**config.mk**
```make
export PLATFORM = sky130hd
export DESIGN_NAME = mdio_master_ctrl
export DESIGN_NICKNAME = d
export VERILOG_FILES = /design/src/rtl/mdio_master_ctrl.sv
export SDC_FILE = /design/constraint.sdc
export NUM_CORES = 1
export LEC_CHECK = 0
export ABC_AREA = 1
export BUFFER_PORTS_ARGS = -buffer_cell sky130_fd_sc_hd__buf_2
export CAP_MARGIN = 10
export CORE_MARGIN = 2
export CORE_UTILIZATION = 32
export DETAILED_ROUTE_END_ITERATION = 10
export HOLD_SLACK_MARGIN = 0.03
export PLACE_DENSITY = 0.59
export SLEW_MARGIN = 10
export SYNTH_ARGS = -nofsm -noshare
export SYNTH_HDL_FRONTEND = slang
export SYNTH_SLANG_ARGS = --single-unit
```
**constraint.sdc**
```tcl
create_clock -name clk -period 3.3 [get_ports clk]
set_input_delay 0.66 -clock clk [delete_from_list [all_inputs] [get_ports clk]]
set_output_delay 0.66 -clock clk [all_outputs]
set_load 0.005 [all_outputs]
```
**src/rtl/mdio_master_ctrl.sv**
```systemverilog
// Clause 22 MDIO master: serialises one read/write frame per accepted request on split out/oe pins.
// Latency: accept -> resp_valid = 1 + (PREAMBLE_LEN+33)*2*CLK_DIV clk cycles; req_ready low while busy.
module mdio_master_ctrl #(
  parameter int CLK_DIV      = 10,
  parameter int PREAMBLE_LEN = 32
) (
  input  logic        clk,
  input  logic        reset_n,
  input  logic        req_valid,
  output logic        req_ready,
  input  logic        req_write,
  input  logic [4:0]  req_phy_addr,
  input  logic [4:0]  req_reg_addr,
  input  logic [15:0] req_wdata,
  output logic        resp_valid,
  output logic [15:0] resp_rdata,
  output logic        busy,
  output logic        mdc,
  output logic        mdio_out,
  output logic        mdio_oe,
  input  logic        mdio_in
);

  typedef enum logic [2:0] {S_IDLE, S_PREAMBLE, S_HEADER, S_TA, S_DATA, S_END} state_e;

  localparam logic [7:0] DIV_LAST = 8'(CLK_DIV - 1);
  localparam logic [5:0] PRE_LAST = 6'((PREAMBLE_LEN == 0) ? 0 : PREAMBLE_LEN - 1);

  state_e      state_q, state_d;
  logic [7:0]  div_q, div_d;
  logic        mdc_q, mdc_d;
  logic [5:0]  bit_q, bit_d;
  logic [31:0] frame_q, frame_d;
  logic        write_q, write_d;
  logic [15:0] rshift_q, rshift_d;
  logic [15:0] rdata_q, rdata_d;
  logic        resp_q, resp_d;
  logic        busy_q, busy_d;
  logic        out_q, out_d;
  logic        oe_q, oe_d;
  logic        tick_term, rise, fall;

  always_ff @(posedge clk or negedge reset_n) begin
    if (!reset_n) begin
      state_q  <= S_IDLE;
      div_q    <= '0;
      mdc_q    <= 1'b0;
      bit_q    <= '0;
      frame_q  <= '0;
      write_q  <= 1'b0;
      rshift_q <= '0;
      rdata_q  <= '0;
      resp_q   <= 1'b0;
      busy_q   <= 1'b0;
      out_q    <= 1'b1;
      oe_q     <= 1'b0;
    end else begin
      state_q  <= state_d;
      div_q    <= div_d;
      mdc_q    <= mdc_d;
      bit_q    <= bit_d;
      frame_q  <= frame_d;
      write_q  <= write_d;
      rshift_q <= rshift_d;
      rdata_q  <= rdata_d;
      resp_q   <= resp_d;
      busy_q   <= busy_d;
      out_q    <= out_d;
      oe_q     <= oe_d;
    end
  end

  always_comb begin
    state_d  = state_q;
    div_d    = div_q;
    mdc_d    = mdc_q;
    bit_d    = bit_q;
    frame_d  = frame_q;
    write_d  = write_q;
    rshift_d = rshift_q;
    rdata_d  = rdata_q;
    resp_d   = 1'b0;
    busy_d   = busy_q;
    out_d    = out_q;
    oe_d     = oe_q;

    tick_term = busy_q && (div_q == DIV_LAST);
    rise      = tick_term && !mdc_q;
    fall      = tick_term && mdc_q;

    if (state_q == S_IDLE) begin
      if (req_valid) begin
        write_d  = req_write;
        frame_d  = {2'b01, (req_write ? 2'b01 : 2'b10), req_phy_addr, req_reg_addr, 2'b10,
                    (req_write ? req_wdata : 16'h0000)};
        div_d    = '0;
        mdc_d    = 1'b0;
        bit_d    = '0;
        rshift_d = '0;
        busy_d   = 1'b1;
        oe_d     = 1'b1;
        if (PREAMBLE_LEN == 0) begin
          state_d = S_HEADER;
          out_d   = 1'b0;
        end else begin
          state_d = S_PREAMBLE;
          out_d   = 1'b1;
        end
      end
    end else if (resp_q) begin
      // Completion strobe cycle: mdc already low, release to IDLE next.
      state_d = S_IDLE;
      busy_d  = 1'b0;
      div_d   = '0;
      mdc_d   = 1'b0;
    end else begin
      if (tick_term) begin
        div_d = '0;
        mdc_d = ~mdc_q;
      end else begin
        div_d = div_q + 8'd1;
      end

      if (rise && (state_q == S_DATA) && !write_q) rshift_d = {rshift_q[14:0], mdio_in};

      // Falling tick: retire the current bit and present the next one.
      if (fall) begin
        bit_d = bit_q + 6'd1;
        case (state_q)
          S_PREAMBLE: begin
            if (bit_q == PRE_LAST) begin
              state_d = S_HEADER;
              bit_d   = '0;
              out_d   = frame_q[31];
            end
          end
          S_HEADER: begin
            frame_d = {frame_q[30:0], 1'b0};
            out_d   = frame_q[30];
            if (bit_q == 6'd13) begin
              state_d = S_TA;
              bit_d   = '0;
              oe_d    = write_q;
            end
          end
          S_TA: begin
            frame_d = {frame_q[30:0], 1'b0};
            out_d   = frame_q[30];
            if (bit_q == 6'd1) begin
              state_d = S_DATA;
              bit_d   = '0;
            end
          end
          S_DATA: begin
            frame_d = {frame_q[30:0], 1'b0};
            out_d   = frame_q[30];
            if (bit_q == 6'd15) begin
              state_d = S_END;
              bit_d   = '0;
              oe_d    = 1'b0;
              out_d   = 1'b1;
            end
          end
          S_END: begin
            resp_d = 1'b1;
            if (!write_q) rdata_d = rshift_q;
          end
          default: state_d = S_IDLE;
        endcase
      end
    end
  end

  assign req_ready  = (state_q == S_IDLE);
  assign resp_valid = resp_q;
  assign resp_rdata = rdata_q;
  assign busy       = busy_q;
  assign mdc        = mdc_q;
  assign mdio_out   = out_q;
  assign mdio_oe    = oe_q;

endmodule
```
==> summary.md <==
| Metric | Value |
|---|---|
| Routed wire length | 8.92 mm |
| Max_cap viols | 0 |
| Setup skew after layout | 0.0141 ns |
| Number of violations reported at the end of detailed-routing iteration 0 | 187 |
| Antenna violations before repair | 0 |
| Number of vias per cell after detailed routing | 4.60 |
| Fin. max-slew vios | 0 |
| Mapped Nets | 530 |
| Yosys top cell by area | sky130_fd_sc_hd__dfrtp_1 |
| Number of buffers inserted by hold repair at cts | 0 |
| EDFF count, synth | 0 |
| Final worst path period share | 0.735 |
| Min Clock Period, post-route | 2.43 ns |
| Number of distinct library cells after synthesis | 31 |
| Synth top area share | 0.522 |
| Core region area | 0.0126 sq mm |
| Number of instances on the worst hold path | 2 |
| Number of routed nets with antenna violations | 0 |
| Final weighted congestion of routability-driven global placement | 0.811 |
| Largest net degree at the start of global routing | 88 |
| Hold Startpoint | mdio_out |
| RSZ-0062 raised after global routing | no |
| Synthesized area per cell | 8.33 sq um |
| CTS buffer count | 9 |
| Slew margin rel. | 0.278 |
| Via count of the first global-routing pass | 3280 |
| Post-CTS setup-driven buffer insertion count | 0 |
| Detailed Place HPWL | 6.22 mm |
| Wire length of the first global-routing pass | 15.3 mm |
| Clock tree from TritonCTS | built |
| I/O pin cnt | 53 |
| Antenna fix cells | 0 |
| Count of yosys warnings during synthesis | 0 |
| Worst reg2reg setup slack | 0.87 ns |
| Clk_lat worst skew | 0.35 ns |
| Post-Synthesis Cells | 495 |
| # H-tree levels | 3 |
| Final setup TNS | 0 ns |
| Most frequent cells after synthesis | sky130_fd_sc_hd__nand2_1, sky130_fd_sc_hd__dfrtp_1, sky130_fd_sc_hd__inv_1 |
| Cell at the root of the clock tree | sky130_fd_sc_hd__clkbuf_16 |
| Total via count after detailed routing | 3301 |
| Static Leakage | 0.00244 uW |
| Area overhead of the layout relative to synthesis | 16.6% |
| Placement-stage cell area | 0.00451 sq mm |
| Grt total ovfl | 0 |
| Slew at the pin closest to its max-slew limit | 1.08 ns |
| Mapped Area | 0.00412 sq mm |
| Number of remaining DRC errors | 0 |
| Number of detailed-route iterations in the first pass | 6 |
| Clock transition at the register clock pins on the worst setup and hold paths after CTS | 0.07 ns |
| Outcome | finished clean |
| Post-synthesis register bit count | 87 |
| Horizontal die dimension | 118 um |
| Layout Nets | 576 |
| Sequential fraction of the synthesis area | 0.528 |
| Final hold vios | 0 |
| Cell area power density | 779 mW/mm^2 |
| Endpoint of the most critical register-to-register path | frame_q[29] |
| Fmax | 412 MHz |
| Ratio of cells with drive above 1 in the final layout | 0.156 |
| Clock tree sinks | 87 |
| Peak supply drop | 317 uV |
| Count of cells along the worst register-to-register path | 10 |
| Placed instance count | 702 |
| Rows | 41 |
| Cell with the most instances after synthesis | sky130_fd_sc_hd__nand2_1 |
| Resized cells post-CTS | 0 |
| Reg2Reg Launch Point | state_q[0] |
| Max FO, Critical Path | 42 |
| Routed WL per cell | 12.4 um |
| GRT Resource Usage Total | 0.134 |
| DIE HEIGHT | 118 um |
| Critical setup path kind | register to register |
| Dominant register cell in the synthesized netlist | sky130_fd_sc_hd__dfrtp_1 |
| Biggest area contributors in the synthesized netlist | sky130_fd_sc_hd__dfrtp_1, sky130_fd_sc_hd__nand2_1, sky130_fd_sc_hd__o21ai_0, sky130_fd_sc_hd__inv_1, sky130_fd_sc_hd__a22o_1 |
| Kind of path behind the tightest hold check | register to register |
| Async set-reset flop share out of synthesis | 1.00 |
| Critical Path Source Type | register |
| Capturing element type of the critical path | register |
| Worst hold path endpoint | mdio_out |
| Setup-violating endpoint count in the final report | 0 |
| Worst endpoint data arrival time | 2.66 ns |
| Cell area after layout | 0.00481 sq mm |
| Clock Tree Buf Depth | 2 |
| Number of buffers inserted by port buffering | 52 |
| Worst Path Required | 3.53 ns |
| Effective utilization at floorplan | 0.327 |
| Layout Cells excl Fill | 718 |
| Hold slack final | 0.465 ns |
| Die area | 0.0138 sq mm |
-- cell usage in the layout (no fill, tap or decap), types with 4 or more instances in the layout --
cell / netlist / routed
sky130_fd_sc_hd__a21oi_1: 9 / 9
sky130_fd_sc_hd__a22o_1: 14 / 14
sky130_fd_sc_hd__buf_2: 7 / 51
sky130_fd_sc_hd__clkbuf_16: 0 / 9
sky130_fd_sc_hd__dfrtp_1: 86 / 86
sky130_fd_sc_hd__ha_1: 4 / 4
sky130_fd_sc_hd__inv_1: 58 / 58
sky130_fd_sc_hd__nand2_1: 154 / 154
sky130_fd_sc_hd__nand2_4: 4 / 4
sky130_fd_sc_hd__nand3_1: 24 / 24
sky130_fd_sc_hd__nand4_1: 4 / 4
sky130_fd_sc_hd__nor2_1: 27 / 27
sky130_fd_sc_hd__o21ai_0: 51 / 51
sky130_fd_sc_hd__o21ai_1: 4 / 4
sky130_fd_sc_hd__o22ai_1: 16 / 16
-- report_power, final --
group / internal [uW] / leakage, uW / switching, uW
Clock: 534 / 0.000143 / 472
Combinational: 422 / 0.00113 / 911
Sequential: 1280 / 0.00116 / 127
-- flip-flops by register name (all words and copies together) (netlist names) --
name and cells:
resp_valid 1, frame_q 32, mdio_oe 1, rshift_q 16, bit_q 6, mdc 1, resp_rdata 16, state_q 3
busy 1, div_q 8, mdio_out 1, write_q 1
-- worst max-delay path by stage --
stage                     from          end  slack (ns)  cells past startpoint
global route        state_q[2]  frame_q[29]        0.61                     10
CTS                 state_q[0]  frame_q[29]        0.85                     10
global placement    state_q[0]  frame_q[29]        0.94                     10
finish              state_q[0]  frame_q[29]        0.87                     10
detailed placement  state_q[0]  frame_q[29]        0.84                     10
floorplan           state_q[0]    req_ready        1.51                      5
-- worst max-delay path, stage by stage (launching register included) --
cell and delay [ns]:
sky130_fd_sc_hd__dfrtp_1 0.45, sky130_fd_sc_hd__nor2_4 0.19, sky130_fd_sc_hd__nand2_4 0.17, sky130_fd_sc_hd__inv_4 0.30, sky130_fd_sc_hd__nand2_4 0.11, sky130_fd_sc_hd__nand2_4 0.11, sky130_fd_sc_hd__nand2_4 0.10, sky130_fd_sc_hd__nor2_8 0.40
sky130_fd_sc_hd__inv_2 0.28, sky130_fd_sc_hd__nand2_1 0.13, sky130_fd_sc_hd__o21ai_2 0.05
-- routing by layer --
layer / vias up / part of all wire / global-route usage
met2: 69 / 0.46 / 0.212
met4: 0 / 0.013 / 0.0407
met5: - / 0 / 0
met1: 1531 / 0.48 / 0.181
li1: 1689 / - / -
met3: 12 / 0.045 / 0.0359
-- cells by family after synthesis --
logic type / after synthesis / share of synthesized area
AO/OA/AOI/OAI: 97 / 0.138
flip-flops: 87 / 0.528
XOR/XNOR: 3 / 0.00637
buffers and inverters: 78 / 0.0783
multiplexers: 1 / 0.00273
adder cells (fa/ha/maj): 4 / 0.0121
AND/OR/NAND/NOR: 225 / 0.234
-- through the flow --
stage	total power [uW]	setup slack (ns)	util
2_1_floorplan	2490	1.51	-
3_3_place_gp	2710	0.944	0.357
3_5_place_dp	2760	0.839	0.357
4_1_cts	3780	0.853	0.381
5_1_grt	4040	0.611	0.381
6_report	3740	0.873	0.381
-- cell type report --
cell class | instances | area [sq um]
well taps | 172 | 215
inverters | 61 | 231
flip-flops and latches | 87 | 2180
repair buffers | 52 | 263
fillers | 1327 | 7810
multi-input cells | 330 | 1620
clock buffers | 9 | 225
clock inverters | 7 | 72.6
(Power assumes the default switching activity.)
